**src/rtl/stepdir_pkg.sv**
```systemverilog
// rtl/stepdir_pkg.sv - shared types and constants for the step/direction generator
package stepdir_pkg;

  typedef enum logic [1:0] {IDLE, SETUP, PULSE, WAIT} state_e;

  localparam int unsigned MIN_PERIOD = 3;
  localparam logic DIR_UP   = 1'b0;
  localparam logic DIR_DOWN = 1'b1;

endpackage

```
**src/rtl/stepdir_if.sv**
```systemverilog
// rtl/stepdir_if.sv - register, position and bit-bus signals of the step/direction generator
interface stepdir_if #(
  parameter int POS_W = 32,
  parameter int PER_W = 32
);
  logic             enable_i;
  logic [POS_W-1:0] target_i;
  logic [POS_W-1:0] START;
  logic             START_WSTB;
  logic [PER_W-1:0] PERIOD;
  logic             PERIOD_WSTB;
  logic             trig_o;
  logic             dir_o;
  logic [POS_W-1:0] pos_o;
  logic             busy_o;

  modport master (
    output enable_i, target_i, START, START_WSTB, PERIOD, PERIOD_WSTB,
    input  trig_o, dir_o, pos_o, busy_o
  );

  modport slave (
    input  enable_i, target_i, START, START_WSTB, PERIOD, PERIOD_WSTB,
    output trig_o, dir_o, pos_o, busy_o
  );
endinterface

```
**src/rtl/stepdir_timer.sv**
```systemverilog
// rtl/stepdir_timer.sv - clamped step period down-counter with load and expire
module stepdir_timer
  import stepdir_pkg::*;
#(
  parameter int PER_W = 32
) (
  input  logic             clk_i,
  input  logic             reset_i,
  input  logic [PER_W-1:0] period_i,
  input  logic             load_i,
  input  logic             dec_i,
  output logic             expired_o
);

  logic [PER_W-1:0] cnt_q, cnt_d, per_eff;

  // SETUP and PULSE take two of the P clocks, so the wait phase lasts P-2
  assign per_eff = (period_i < PER_W'(MIN_PERIOD)) ? PER_W'(MIN_PERIOD) : period_i;

  always_comb begin
    cnt_d = cnt_q;
    if (load_i) begin
      cnt_d = per_eff - PER_W'(2);
    end else if (dec_i && (cnt_q != '0)) begin
      cnt_d = cnt_q - PER_W'(1);
    end
  end

  always_ff @(posedge clk_i) begin
    if (reset_i) begin
      cnt_q <= '0;
    end else begin
      cnt_q <= cnt_d;
    end
  end

  assign expired_o = (cnt_q == PER_W'(1));

endmodule

```
**src/rtl/stepdir_gen.sv**
```systemverilog
// rtl/stepdir_gen.sv - position-tracking step/direction generator driving a counter trigger
module stepdir_gen
  import stepdir_pkg::*;
#(
  parameter int POS_W = 32,
  parameter int PER_W = 32
) (
  input  logic      clk_i,
  input  logic      reset_i,
  stepdir_if.slave  bus
);

  state_e           state_q;
  logic             trig_q, dir_q, busy_q, en_q;
  logic [POS_W-1:0] pos_q;
  logic [POS_W-1:0] diff_d, pos_d;
  logic             dir_d, step_d, force_d, expired;

  // Modular difference read as signed: MSB set means the short path is downward
  assign diff_d  = bus.target_i - pos_q;
  assign dir_d   = diff_d[POS_W-1] ? DIR_DOWN : DIR_UP;
  assign step_d  = bus.enable_i && (diff_d != '0);
  assign pos_d   = (dir_q == DIR_DOWN) ? pos_q - POS_W'(1) : pos_q + POS_W'(1);
  assign force_d = bus.START_WSTB || (bus.enable_i && !en_q);

  stepdir_timer #(.PER_W(PER_W)) u_timer (
    .clk_i     (clk_i),
    .reset_i   (reset_i),
    .period_i  (bus.PERIOD),
    .load_i    ((state_q == PULSE) && !force_d),
    .dec_i     (state_q == WAIT),
    .expired_o (expired)
  );

  always_ff @(posedge clk_i) begin
    if (reset_i) begin
      state_q <= IDLE;
      trig_q  <= 1'b0;
      dir_q   <= DIR_UP;
      busy_q  <= 1'b0;
      en_q    <= 1'b0;
      pos_q   <= '0;
    end else begin
      en_q   <= bus.enable_i;
      trig_q <= 1'b0;
      if (force_d) begin
        state_q <= IDLE;
        busy_q  <= 1'b0;
        pos_q   <= bus.START;
      end else begin
        unique case (state_q)
          IDLE: begin
            if (step_d) begin
              state_q <= SETUP;
              dir_q   <= dir_d;
              busy_q  <= 1'b1;
            end
          end
          SETUP: begin
            state_q <= PULSE;
            trig_q  <= 1'b1;
          end
          PULSE: begin
            state_q <= WAIT;
            pos_q   <= pos_d;
          end
          WAIT: begin
            if (expired) begin
              if (step_d) begin
                state_q <= SETUP;
                dir_q   <= dir_d;
              end else begin
                state_q <= IDLE;
                busy_q  <= 1'b0;
              end
            end
          end
          default: state_q <= IDLE;
        endcase
      end
    end
  end

  assign bus.trig_o = trig_q;
  assign bus.dir_o  = dir_q;
  assign bus.pos_o  = pos_q;
  assign bus.busy_o = busy_q;

endmodule
```
**src/flat_wrapper.sv**
```systemverilog
// flat-port wrapper written by rule: the top's interface ports become plain ports
module stepdir_gen_flat import stepdir_pkg::*;
#(
  parameter int POS_W = 32,
  parameter int PER_W = 32
)
  (clk_i, reset_i, bus_enable_i, bus_target_i, bus_START, bus_START_WSTB, bus_PERIOD, bus_PERIOD_WSTB, bus_trig_o, bus_dir_o, bus_pos_o, bus_busy_o);
  stepdir_if #(.POS_W(POS_W), .PER_W(PER_W)) bus_i ();
  input  logic clk_i;
  input  logic reset_i;
  input wire logic [$bits(bus_i.enable_i)-1:0] bus_enable_i;
  input wire logic [$bits(bus_i.target_i)-1:0] bus_target_i;
  input wire logic [$bits(bus_i.START)-1:0] bus_START;
  input wire logic [$bits(bus_i.START_WSTB)-1:0] bus_START_WSTB;
  input wire logic [$bits(bus_i.PERIOD)-1:0] bus_PERIOD;
  input wire logic [$bits(bus_i.PERIOD_WSTB)-1:0] bus_PERIOD_WSTB;
  output wire logic [$bits(bus_i.trig_o)-1:0] bus_trig_o;
  output wire logic [$bits(bus_i.dir_o)-1:0] bus_dir_o;
  output wire logic [$bits(bus_i.pos_o)-1:0] bus_pos_o;
  output wire logic [$bits(bus_i.busy_o)-1:0] bus_busy_o;
  assign bus_i.enable_i = bus_enable_i;
  assign bus_i.target_i = bus_target_i;
  assign bus_i.START = bus_START;
  assign bus_i.START_WSTB = bus_START_WSTB;
  assign bus_i.PERIOD = bus_PERIOD;
  assign bus_i.PERIOD_WSTB = bus_PERIOD_WSTB;
  assign bus_trig_o = bus_i.trig_o;
  assign bus_dir_o = bus_i.dir_o;
  assign bus_pos_o = bus_i.pos_o;
  assign bus_busy_o = bus_i.busy_o;
  stepdir_gen #(.POS_W(POS_W), .PER_W(PER_W)) u_core (.clk_i(clk_i), .reset_i(reset_i), .bus(bus_i));
endmodule
```
**config.mk**
```make
export PLATFORM = sky130hd
export DESIGN_NAME = stepdir_gen_flat
export DESIGN_NICKNAME = d
export VERILOG_FILES = /design/src/rtl/stepdir_pkg.sv /design/src/rtl/stepdir_if.sv /design/src/rtl/stepdir_timer.sv /design/src/rtl/stepdir_gen.sv /design/src/flat_wrapper.sv
export SDC_FILE = /design/constraint.sdc
export NUM_CORES = 1
export LEC_CHECK = 0
export BUFFER_PORTS_ARGS = -buffer_cell sky130_fd_sc_hd__buf_2
export CELL_PAD_IN_SITES_DETAIL_PLACEMENT = 0
export CELL_PAD_IN_SITES_GLOBAL_PLACEMENT = 2
export CORE_ASPECT_RATIO = 1.2
export CORE_MARGIN = 1.5
export CORE_UTILIZATION = 33
export CTS_CLUSTER_SIZE = 40
export DETAILED_ROUTE_END_ITERATION = 10
export PLACE_DENSITY_LB_ADDON = 0.1
export SETUP_SLACK_MARGIN = 0.3
export SYNTH_ARGS = -nofsm -noshare
export SYNTH_HDL_FRONTEND = slang
export SYNTH_SLANG_ARGS = --single-unit
```
**constraint.sdc**
```tcl
create_clock -name clk_i -period 5.3 [get_ports clk_i]
set_input_delay 1.06 -clock clk_i [delete_from_list [all_inputs] [get_ports clk_i]]
set_output_delay 1.06 -clock clk_i [all_outputs]
set_load 0.03 [all_outputs]
```
==> results.py <==
metrics = {
    "timing": {
        "period_minus_slack_ps": 4720,
        "hold_violations": 0,
        "setup_tns_ps": 0,
        "fmax_mhz": 212,
        "worst_hold_slack_ps": 510,
        "finalWorstSetupSlack_ps": 576,
        "rsz0062_at_grt": "false",
        "slew_headroom_pct": 41.2,
        "fin_crit_sh_pct": 89.1,
        "fin_skew_ps": 7.37,
        "setup_violations": 0,
        "finalMaxSlewViolations": 0,
        "tightest_slew_ps": 874,
    },
    "layout": {
        "layout_commonest_cell": "nor2_1",
        "n_fill_cell": 2425,
        "fin_nets": 1317,
        "final_cell_mix": "nor2_1 (135), buf_2 (134), nand2_1 (71)",
        "drive_gt1_share_pct": 16.5,
        "area_delta_synth_final_pct": 18.1,
    },
    "cts": {
        "tritoncts": "yes",
        "clkTransAtPathRegs_ps": 60,
        "clk_path_buf_depth": 2,
        "root_buffer": "clkbuf_16",
        "h-tree-depth": 3,
        "clock-sinks": 70,
        "numCtsBuffers": 9,
        "clk_latency_ps": 340,
        "post-cts-setup-buffer-count": 0,
    },
    "placement": {
        "io_buffers": 134,
        "post-dp-hpwl_mm": 19.8,
        "dp_slack_ps": 146,
        "gp_congestion": 0.928,
    },
    "logic_synthesis": {
        "synth_edf_count": 0,
        "syn-num-nets": 1193,
        "ys_seq_area_share_pct": 18.5,
        "syn_area_per_cell_um2": 7.39,
        "synth_cells": 1022,
        "synthArstFlopShare_pct": 0,
        "synthesis.area_mm2": 0.00755,
        "synth-seq-cells": 70,
        "synth_ff_type": "dfxtp_1",
        "yosysWarnings": 0,
        "synth_cell_types": 70,
    },
    "grt": {
        "antenna_found_initial": 2,
        "grt_pass1_wl_mm": 38.9,
        "grt_overflow_total": 0,
        "grt_pass1_vias": 7529,
        "track_usage_pct": 20.8,
        "grt_max_degree": 50,
    },
    "die": {
        "core_mm2": 0.0224,
        "rows": 60,
        "die_y_um": 169,
        "die-area_mm2": 0.0238,
        "boundaryPins": 136,
        "start_util_pct": 33.7,
        "die_width_um": 141,
    },
    "setup_path": {
        "cp_data_required_time_ps": 5520,
        "crit_type": "primary input to flop",
        "cp-end-kind": "flop",
        "arrival_ps": 4940,
        "crit_fanout": 2,
        "startpoint_type": "primary input",
    },
    "drt": {
        "remaining_drc_errors": 0,
        "wl_per_cell_um": 17.2,
        "ant_nets": 0,
        "drtIter0Drc": 231,
        "via_per_inst": 5.40,
        "vias": 7731,
        "drt-total-wl_mm": 24.6,
        "first_pass_iters": 5,
    },
    "outcome": {
        "status": "completed",
    },
    "run": {
        "max_cap_viol_count": 0,
    },
    "power_and_ir_drop": {
        "pwr_density_cell_mw_per_mm2": 222,
        "irDropWorstVdd_v": 0.000112,
        "leakagePower_nw": 3.94,
    },
    "hold_path": {
        "hp-class": "flop to flop",
    },
}
==> logic make-up after synthesis <==
family                     synth area share, %
and+or+nand+nor                           25.3
xor gates and xnor gates                  10.2
muxes                                     2.67
adders and majority gates                 11.8
AOI/OAI and AO/OA                         26.4
buffers and inverters                     5.05
DFF                                       18.5
==> sequential cells by signal, indices dropped and copies added, names as in the netlist <==
signal / count
u_core.bus.busy_o: 1
u_core.bus.dir_o: 1
u_core.bus.pos_o: 32
u_core.bus.trig_o: 1
u_core.en_q: 1
u_core.state_q: 2
u_core.u_timer.cnt_q: 32
==> Yosys cell counts, drive strengths merged (17+ instances only) <==
| master | instances | share of area [%] |
|---|---|---|
| nand2b | 17 | 1.4 |
| xor2 | 45 | 5.2 |
| dfxtp | 70 | 19 |
| mux2i | 19 | 2.5 |
| a21oi | 62 | 4.1 |
| xnor2 | 43 | 5.0 |
| nor2 | 135 | 6.7 |
| ha | 68 | 11 |
| a21o | 29 | 2.9 |
| nand2 | 71 | 3.5 |
| clkbuf | 32 | 1.6 |
| nor3 | 48 | 3.3 |
| inv | 53 | 2.6 |
| nor4 | 19 | 1.6 |
| o21ai | 44 | 2.9 |
| a211oi | 57 | 5.7 |
==> what timing repair did <==
action	4_1_cts	5_1_grt
gates resized for setup	0	2
setup endpoints to repair	0	3
hold buffers	0	0
==> where the power goes <==
group | leakage (nW) | internal, W | total (W) | switching, W
clock | 0.159 | 0.000429 | 0.000689 | 0.000260
combinational | 3.21 | 0.000282 | 0.000713 | 0.000431
sequential | 0.573 | 0.000548 | 0.000576 | 0.0000283
==> worst paths after layout <==
path                                               start                  endpoint  slack (ps)  depth (start not counted)
worst min register to register  u_core.u_timer.cnt_q[15]  u_core.u_timer.cnt_q[15]         510                          2
worst max-delay path                     bus_target_i[0]         u_core.state_q[1]         580                         15
worst max register to register       u_core.bus.pos_o[8]         u_core.state_q[1]         990                         13
worst min-delay path            u_core.u_timer.cnt_q[15]  u_core.u_timer.cnt_q[15]         510                          2
==> area by class of cell <==
class / instances / area [µm²] / share of cell area [%]
multi-input cells: 856 / 5800 / 65.0
flip-flops and latches: 70 / 1400 / 15.7
repair buffers: 155 / 828 / 9.28
well taps: 279 / 349 / 3.91
clock buffers: 10 / 239 / 2.68
inverters: 54 / 203 / 2.27
clock inverters: 6 / 93.8 / 1.05
diodes: 2 / 5.00 / 0.0561
==> metrics by stage <==
step	area [µm²]	utilization, %	std cells	total power, W
floorplan	7550	-	1022	0.00107
global placement	8570	38.2	1414	0.00130
detailed placement	8570	38.2	1414	0.00130
CTS	8900	39.6	1430	0.00200
global route	8920	39.7	1431	0.00210
finish	8920	39.7	1432	0.00198
==> critical path, cell delays in order <==
cell,delay [ps]
buf_2,70
inv_1,40
ha_1,200
fa_1,490
nand2_1,80
a2111oi_4,230
nand4_1,190
a2111oi_4,330
o2111ai_1,150
or4_1,480
or4_4,530
or4_4,560
nor2_1,240
a221oi_1,130
mux2i_1,140
==> routing by layer <==
layer	global-route usage (%)	vias to the layer above	routed length, µm
met5	0	-	0
met4	7.93	0	739
met3	2.77	30	855
met2	38.2	144	12500
met1	24.2	3544	10600
li1	-	4013	-
(Power assumes the default switching activity.)
